File: config.mk
export PLATFORM = sky130hd
export DESIGN_NAME = pc_counter_n
export DESIGN_NICKNAME = d
export VERILOG_FILES = /design/src/rtl/pc_counter_n.sv
export SDC_FILE = /design/constraint.sdc
export NUM_CORES = 1
export LEC_CHECK = 0
export BUFFER_PORTS_ARGS = -buffer_cell sky130_fd_sc_hd__buf_2
export CAP_MARGIN = 20
export CORE_MARGIN = 2
export CORE_UTILIZATION = 59
export CTS_CLUSTER_DIAMETER = 40
export CTS_CLUSTER_SIZE = 24
export DETAILED_ROUTE_END_ITERATION = 10
export GPL_ROUTABILITY_DRIVEN = 0
export GPL_TIMING_DRIVEN = 0
export PLACE_DENSITY = 0.95
export SYNTH_ARGS = -nofsm -noshare
export SYNTH_HDL_FRONTEND = slang
export SYNTH_SLANG_ARGS = --single-unit
File: constraint.sdc
create_clock -name clk -period 11.3 [get_ports clk]
set_clock_uncertainty 0.15 [all_clocks]
set_input_delay 0.565 -clock clk [delete_from_list [all_inputs] [get_ports clk]]
set_output_delay 0.565 -clock clk [all_outputs]
set_load 0.02 [all_outputs]
File: src/rtl/pc_counter_n.sv
// Parametrised program counter: clear, parallel load, up/down stepping by STEP
// against a run-time inclusive limit, with wrap or saturate on overflow.
module pc_counter_n #(
    parameter int WIDTH       = 16,
    parameter int STEP        = 1,
    parameter bit SATURATE    = 1'b0,
    parameter int RESET_VALUE = 0
) (
    input  logic             clk,
    input  logic             rst,
    input  logic             clr,
    input  logic             load,
    input  logic [WIDTH-1:0] in,
    input  logic             en,
    input  logic             down,
    input  logic [WIDTH-1:0] limit,
    output logic [WIDTH-1:0] out,
    output logic             ovf,
    output logic             ovf_sticky
);

    localparam logic [WIDTH-1:0] STEP_V  = WIDTH'(STEP);
    localparam logic [WIDTH-1:0] RESET_V = WIDTH'(RESET_VALUE);

    logic [WIDTH:0]   sum;
    logic             up_ovf;
    logic             dn_unf;
    logic [WIDTH-1:0] step_val;
    logic             step_ovf;

    // One extra bit on the sum so an up step past the top of the range is
    // caught even when limit is all-ones.
    always_comb begin
        sum      = {1'b0, out} + {1'b0, STEP_V};
        up_ovf   = sum > {1'b0, limit};
        dn_unf   = out < STEP_V;
        step_val = '0;
        step_ovf = 1'b0;
        if (!down) begin
            step_ovf = up_ovf;
            if (up_ovf)
                step_val = SATURATE ? limit : '0;
            else
                step_val = sum[WIDTH-1:0];
        end else begin
            step_ovf = dn_unf;
            if (dn_unf)
                step_val = SATURATE ? '0 : limit;
            else
                step_val = out - STEP_V;
        end
    end

    always_ff @(posedge clk or posedge rst) begin
        if (rst) begin
            out        <= RESET_V;
            ovf        <= 1'b0;
            ovf_sticky <= 1'b0;
        end else if (clr) begin
            out        <= RESET_V;
            ovf        <= 1'b0;
            ovf_sticky <= 1'b0;
        end else if (load) begin
            out <= in;
            ovf <= 1'b0;
        end else if (en) begin
            out <= step_val;
            ovf <= step_ovf;
            if (step_ovf)
                ovf_sticky <= 1'b1;
        end else begin
            ovf <= 1'b0;
        end
    end

endmodule

Word level (Yosys, flattened, before mapping)
Cells that the tools add are included.
{ "op_classes": {"n_reduce_logical": 4, "magnitude_cmp": 2, "add_sub_neg": 2, "eq_ne": 1, "muxes": 14} }
{ "ops": {"columns": ["cell", "n"], "rows": [
  ["16-bit two-way mux", 6],
  ["16-bit by 1-bit adder with 17-bit output (second input constant)", 1],
  ["17-bit by 16-bit > comparator with 1-bit output", 1],
  ["16-bit by 1-bit less-than comparator with 1-bit output (second input constant)", 1],
  ["16-bit by 1-bit subtractor with 16-bit output (second input constant)", 1],
  ["1-bit two-way mux", 8],
  ["2-bit nonzero test", 2],
  ["3-bit AND reduction", 1],
  ["3-bit nonzero test", 1],
  ["2-bit inequality test (second input constant)", 1]
]} }
{ "word_totals": {"wordCells": 26, "output_inout_bits": 18, "input_bits": 38, "register_bits": 18} }

Logic depth before layout (Yosys ltp)
Gate-level depths: netlist of the first run.
{ "depth": {"ltp_word": 7, "depth_mapped": 13, "depth_no_buf": 13} }

Worst setup path after synthesis of the first run
OpenSTA, ideal clock, no wires.
{ "synth_timing": {"path_kind": "reg-to-reg", "startpoint": "register out[5]", "endpoint": "register out[9]", "path_slack_ns": 7.584, "synth_period_minus_slack_ns": 3.716, "stages_incl_launch_ff": 14, "setup_ns": 0.125, "arrival_time_ns": 3.440, "required_time_ns": 11.025, "path_cell_list": "dfrtp_1 > clkbuf_1 > nand4_1 > nor3_1 > and3_1 > xor2_1 > ha_1 > nand2_1 > or3_1 > o211ai_1 > o311a_1 > nor3_1 > o21ai_0 > a2111oi_0"} }
{ "synth_via": {"elab_chain_cells": 7, "elab_cells_between_ends": 10, "classes_between": "2 x add/sub; 2 x order compare; 6 x mux"} }
{ "synth_lines": {"columns": ["item", "line_no", "text"], "rows": [
  ["from (decl)", "17", "output logic [WIDTH-1:0] out,"],
  ["from (signal assigned)", "64", "out <= in;"],
  ["from (signal assigned)", "67", "out <= step_val;"],
  ["16-bit by 1-bit adder with 17-bit output", "34", "sum = {1'b0, out} + {1'b0, STEP_V};"],
  ["17-bit by 16-bit > comparator with 1-bit output", "35", "up_ovf = sum > {1'b0, limit};"],
  ["16-bit two-way mux", "41", "if (up_ovf)"],
  ["16-bit two-way mux (*)", "39", "if (!down) begin"],
  ["16-bit two-way mux (*)", "66", "end else if (en) begin"],
  ["16-bit two-way mux (*)", "63", "end else if (load) begin"],
  ["16-bit two-way mux (*)", "59", "end else if (clr) begin"]
]} }
Every way passes the cells marked *; elsewhere a longest branch is shown, timed or not. The select of a mux whose other input is x is not followed.
A chain may end at the register's enable or synchronous reset.

Worst setup path in the final report of the first run
Ends and elaborated chain as after synthesis.

==> results.yml, run 1 <==
routing:
  routed_wl_um: 6920
  drtPass1Iterations: 5
  final_antenna_net_count: 0
  vias: 2667
  drtIter0Drc: 309
  wl_per_cell_um: 16.7
  drc: 0
  viasPerCell: 6.43
floorplan:
  ios: 56
  fp-row-count: 22
  die_y_um: 65.7
  die_w_um: 65.7
  core_region_area_mm2: 0.00366
  die_area_mm2: 0.00432
  initial_core_util_pct: 61.3
power:
  p_int_uw: 138
  irDropWorstVdd_uv: 62.7
  power-per-cell-area_mw_per_mm2: 86.9
  pwr-share-clk_pct: 23.8
  seqPwrFrac_pct: 32.6
  p_switching_uw: 89.7
  switching_share_pct: 39.4
  power_frac_comb_pct: 43.5
  power.leakage_uw: 0.00125
cts:
  cts_setup_buffers: 0
  cts_resized: 0
  h-tree-depth: 1
  clk_pin_slew_worst_paths_ns: 0.07
  clk_latency_ns: 0.26
  cts_tree: "built"
  cts.hold.buffers_added: 0
  clockBufferDepth: 2
  cts_root_buf: "clkbuf_8"
  cts_buffers: 3
  cts_sinks: 18
cells_and_area:
  final_layout_size_suffix_gt1_share_pct: 18.5
  synthToLayoutAreaGrowth_pct: 16.7
  fill_cells: 310
  antenna_cells: 0
  finalNetCount: 424
grt:
  use_met3_pct: 5.48
  gr-max-usage-layer: "met2"
  grt_max_degree: 19
  grtUsageMet1_pct: 41.8
  antenna_found_initial: 0
  grt_util_met2_pct: 56.7
  grt_use_total_pct: 33.4
  grt_pass1_wl_um: 11100
  overflow: 0
  grt_pass1_vias: 2388
setup_path:
  crit_path_max_fanout: 10
  setup.worst_path.end_class: "flip-flop"
  criticalPathCategory: "reg -> reg"
  crit_arrival_ns: 4.90
  worstSetupStartpointType: "flip-flop"
  cp.required_ns: 11.27
synth:
  yosysUniqueCellTypes: 50
  synth_edf_count: 0
  synth-seq-area-share_pct: 20.1
  syn_area_per_cell_um2: 7.22
  syn_nets: 367
  synth_ff_type: "dfrtp_1"
  syn_inst: 311
  async_reset_ff_share_pct: 100
  ys_warn_count: 0
  ys_seq_elements: 18
  synth_area_mm2: 0.00225
sta:
  slew_headroom_pct: 50.7
  worst_pin_slew_ns: 0.735
  fin_crit_sh_pct: 43.7
  hold_viol_final: 0
  finalSetupViolations: 0
  rsz0062_at_grt: "false"
  fin_crit_ns: 4.94
  timing.hold.ws_ns: 0.244
  max_freq_mhz: 203
  slew_violations: 0
  setup_tns_ns: 0
  setup_slack_ns: 6.36
placement:
  dp_slack_ns: 6.66
  port_buffers: 52
  dpl.hpwl_um: 5320
status:
  status: "completed"
worst_hold_path:
  hp-class: "in -> async"
run:
  cap_violations: 0
==> worst max-delay path: stages, from the launching register on <==
cell	delay, ns
dfrtp_1	0.39
clkbuf_1	0.36
nand4_1	0.28
nor3_1	0.67
nand2_1	0.14
xnor2_1	0.17
ha_1	0.30
nand3_1	0.14
nor4_1	0.48
nand4_1	0.20
o311a_1	0.24
nor3_1	0.60
o21ai_0	0.20
a2111oi_0	0.46
==> cell usage after synthesis (6+ instances only) <==
master,number,share of area (%)
or3_1,6,1.7
nand4_1,7,1.9
nand3_1,15,3.3
nor2_1,35,5.8
ha_1,18,10
dfrtp_1,18,20
o211ai_1,6,2.0
o21ai_0,12,2.7
nand2_1,19,3.2
xor2_1,6,2.3
nor3_1,13,2.9
inv_1,32,5.3
a221oi_1,10,3.9
a21oi_1,23,5.1
xnor2_1,13,5.1
clkbuf_1,17,2.8
==> metal layers <==
metal / routed length (µm) / share of wire (%)
met1: 2620 / 38
met2: 3280 / 47
met3: 744 / 11
met4: 278 / 4.0
met5: 0 / 0
==> cells in the final DEF, fill, tap and decap left out, drive strengths merged, types with 5 or more instances in the layout <==
master / n
or3: 6
nand4: 7
o21ai: 12
nor3b: 5
xor2: 6
dfrtp: 18
clkbuf: 21
o211ai: 6
ha: 18
a221oi: 11
xnor2: 13
nor2: 36
nand3: 15
nand2: 19
a21oi: 24
nor3: 14
buf: 58
inv: 32
==> cell families after synthesis <==
| kind of cell | after synthesis | share of synthesized area, % |
|---|---|---|
| adder cells (fa/ha/maj) | 18 | 10.0 |
| flip-flops | 18 | 20.1 |
| AND/OR/NAND/NOR | 121 | 28.1 |
| AO/OA/AOI/OAI | 78 | 23.9 |
| buffers and inverters | 55 | 9.64 |
| multiplexers | 2 | 0.891 |
| XOR/XNOR | 19 | 7.41 |
==> flip-flops by register name (all words and copies together), names as in the netlist <==
register and flops:
ovf 1, out 16, ovf_sticky 1
==> path summary, 6_finish.rpt <==
kind	from	end	slack [ns]	depth (start not counted)
max	out[5]$_DFFE_PP0P_	out[9]$_DFFE_PP0P_	6.36	13
min	rst	out[2]$_DFFE_PP0P_	0.24	2
min reg2reg	ovf_sticky$_DFFE_PP0P_	ovf_sticky$_DFFE_PP0P_	0.36	1
max reg2reg	out[5]$_DFFE_PP0P_	out[9]$_DFFE_PP0P_	6.36	13
min in group clk	ovf_sticky$_DFFE_PP0P_	ovf_sticky$_DFFE_PP0P_	0.36	1
max in group asynchronous	rst	out[12]$_DFFE_PP0P_	10.33	2
==> per-stage QoR <==
step,area (µm²),std cells,util [%],power [µW]
6_report,2620,415,71.6,228
5_1_grt,2620,415,71.6,240
4_1_cts,2620,415,71.6,225
3_5_place_dp,2570,411,70.1,172
3_3_place_gp,2570,411,70.1,168
2_1_floorplan,2250,311,-,143
==> area by class of cell <==
type / instances / area (µm²) / area share (%)
Tap cell: 48 / 60.1 / 2.29
Multi-Input combinational cell: 238 / 1580 / 60.2
Sequential cell: 18 / 450 / 17.2
Clock buffer: 4 / 55.1 / 2.10
Buffer: 23 / 96.3 / 3.68
Timing Repair Buffer: 52 / 260 / 9.93
Inverter: 32 / 120 / 4.58
==> power by group through the flow <==
stage	Sequential, µW	Clock, µW	Combinational, µW
finish	74.3	54.2	99.1
CTS	73.9	53.8	97.2
detailed placement	75.1	0	96.7
global placement	74.9	0	93.2
global route	74.7	57.0	109
floorplan	79.2	0	63.7
(Power assumes the default switching activity.)
==> run 2, diff against run 1 <==
Settings changed: CORE_UTILIZATION 59 to 54, PLACE_DENSITY 0.95 to 0.89.
Clock period 11.3 ns to 4.65 ns, I/O delays scaled along.
==> run 2 against run 1 <==
- via count decreased by 0.82%
- register-to-register slack got worse by 6.0 ns
- sequential power up 140%
- clock power rose by 100%
- die area rose by 8.7%
- first-iteration DRC count up 24%
- cell count increased by 0.48%
- hold slack worse by 0.16 ns
- count of clock-buffer cells in the layout fell by 1
- maximum frequency up 14%
- critical endpoint unchanged
- largest power group unchanged
==> results.yml, run 2 (synthesized netlist as in run 1, its figures left out) <==
sta:
  timing.hold.ws_ns: 0.0821
  rsz0062_at_grt: "false"
  max_freq_mhz: 231
  setup_tns_ns: 0
  finalSetupViolations: 0
  fin_crit_sh_pct: 93.0
  slew_headroom_pct: 53.9
  worst_pin_slew_ns: 0.690
  fin_crit_ns: 4.33
  hold_viol_final: 0
  slew_violations: 0
  setup_slack_ns: 0.324
placement:
  dpl.hpwl_um: 5340
  placed_area_mm2: 0.00257
  dp.cells: 413
  port_buffers: 52
  dp_slack_ns: 0.152
cells_and_area:
  final_cell_mix: "buf_2, nor2_1, inv_1"
  regArea_um2: 450
  synthToLayoutAreaGrowth_pct: 17.4
  antenna_cells: 0
  top_register: "out"
  layout.cells.most_common: "buf_2"
  design_area_mm2: 0.00264
  stdcell_count: 417
  largest_reg_flops: 16
  reg.largest.list: "out: 16 flops, ovf: 1 flops, ovf_sticky: 1 flops"
  fill_cells: 366
  finalNetCount: 425
  final_layout_size_suffix_gt1_share_pct: 18.8
  multi_input_area_mm2: 0.00160
setup_path:
  setup.worst_path.end_class: "flip-flop"
  cp_cell_sequence: "clkbuf_1 -> nand4_1 -> nor3_1 -> nand3_1 -> xnor2_1 -> ha_1 -> nand3_1 -> nor4_1 -> nand4_1 -> o311a_1 -> nor3_2 -> o21ai_0 -> a2111oi_0"
  slowest_delay_ns: 0.44
  worstSetupStartpointType: "flip-flop"
  cp.required_ns: 4.64
  criticalPathCategory: "reg -> reg"
  r2r_cells: 13
  crit_arrival_ns: 4.31
  crit_path_max_fanout: 10
  cp_slowest_cell: "nor4_1"
floorplan:
  fp-row-count: 23
  initial_core_util_pct: 56.1
  ios: 56
  die_w_um: 68.5
  die_y_um: 68.5
  core_region_area_mm2: 0.00400
  die_area_mm2: 0.00469
grt:
  antenna_found_initial: 0
  grt_use_total_pct: 30.3
  grt_max_degree: 19
  overflow: 0
  grt_pass1_vias: 2391
  grt_pass1_wl_um: 10600
power:
  p_int_uw: 319
  power-per-cell-area_mw_per_mm2: 202
  switching_share_pct: 40.2
  power_frac_comb_pct: 45.5
  power.leakage_uw: 0.00125
  seqPwrFrac_pct: 33.8
  p_switching_uw: 214
  pwr-share-clk_pct: 20.7
  irDropWorstVdd_uv: 164
cts:
  cts_setup_buffers: 0
  cts_sinks: 18
  cts_buffers: 3
  cts_tree: "built"
  clk_latency_ns: 0.26
  clockBufferDepth: 2
  h-tree-depth: 1
  clk_pin_slew_worst_paths_ns: 0.07
  cts_root_buf: "clkbuf_8"
worst_hold_path:
  hold_depth: 3
  hp-class: "in -> reg"
status:
  status: "completed"
routing:
  drtIter0Drc: 383
  viasPerCell: 6.34
  drtPass1Iterations: 6
  vias: 2645
  final_antenna_net_count: 0
  routed_wl_um: 6820
  drc: 0
  wl_per_cell_um: 16.4
run:
  cap_violations: 0
## run 2: power by group through the flow
| stage | Combinational (µW) | Sequential [µW] | Clock [µW] |
|---|---|---|---|
| final | 242 | 180 | 110 |
| after global routing | 266 | 181 | 118 |
| after CTS | 237 | 179 | 109 |
| after detailed placement | 235 | 182 | 0 |
| after global placement | 227 | 182 | 0 |
| after floorplan | 155 | 192 | 0 |
## run 2: repair_timing
item                                    4_1_cts  5_1_grt
endpoints found under the setup margin        0       13
endpoints found under the hold margin        18        0
hold buffers                                  1        0
gates resized for setup                       0        3
## run 2: stage by stage
stage / util [%] / power (µW)
5_1_grt: 65.9 / 566
3_5_place_dp: 64.2 / 417
2_1_floorplan: - / 347
3_3_place_gp: 64.2 / 409
4_1_cts: 65.5 / 525
6_report: 65.9 / 532
## run 2: routing by layer
metal / up-vias / wire [µm] / GRT usage (%)
met5: - / 0 / 0
met4: 0 / 280 / 14.5
met3: 38 / 612 / 5.52
met2: 170 / 3260 / 51.4
met1: 1211 / 2670 / 36.7
li1: 1226 / - / -
## run 2: final cells by class
type	count	area share, %
clock buffers	3	1.57
inverters	32	4.56
multi-input cells	238	60.5
plain buffers	23	3.65
well taps	50	2.37
flip-flops and latches	18	17.1
repair buffers	53	10.3
## run 2: path summary, 6_finish.rpt
kind | startpoint | slack (ns) | endpoint
worst max-delay path | out[5]$_DFFE_PP0P_ | 0.32 | out[9]$_DFFE_PP0P_
worst min-delay path | in[10] | 0.08 | out[10]$_DFFE_PP0P_
worst max register to register | out[5]$_DFFE_PP0P_ | 0.32 | out[9]$_DFFE_PP0P_
worst min register to register | ovf_sticky$_DFFE_PP0P_ | 0.35 | ovf_sticky$_DFFE_PP0P_
max in group asynchronous | rst | 3.44 | out[6]$_DFFE_PP0P_
min in group asynchronous | rst | 0.47 | out[7]$_DFFE_PP0P_
## run 2: critical path: cells and delay by family, from the launching register on
kind                     cells  cell delay [ns]
buffers and inverters        1             0.38
adder cells (fa/ha/maj)      1             0.32
AND/OR/NAND/NOR              7             1.99
XOR/XNOR                     1             0.19
AO/OA/AOI/OAI                3             0.78
flip-flops                   1             0.39
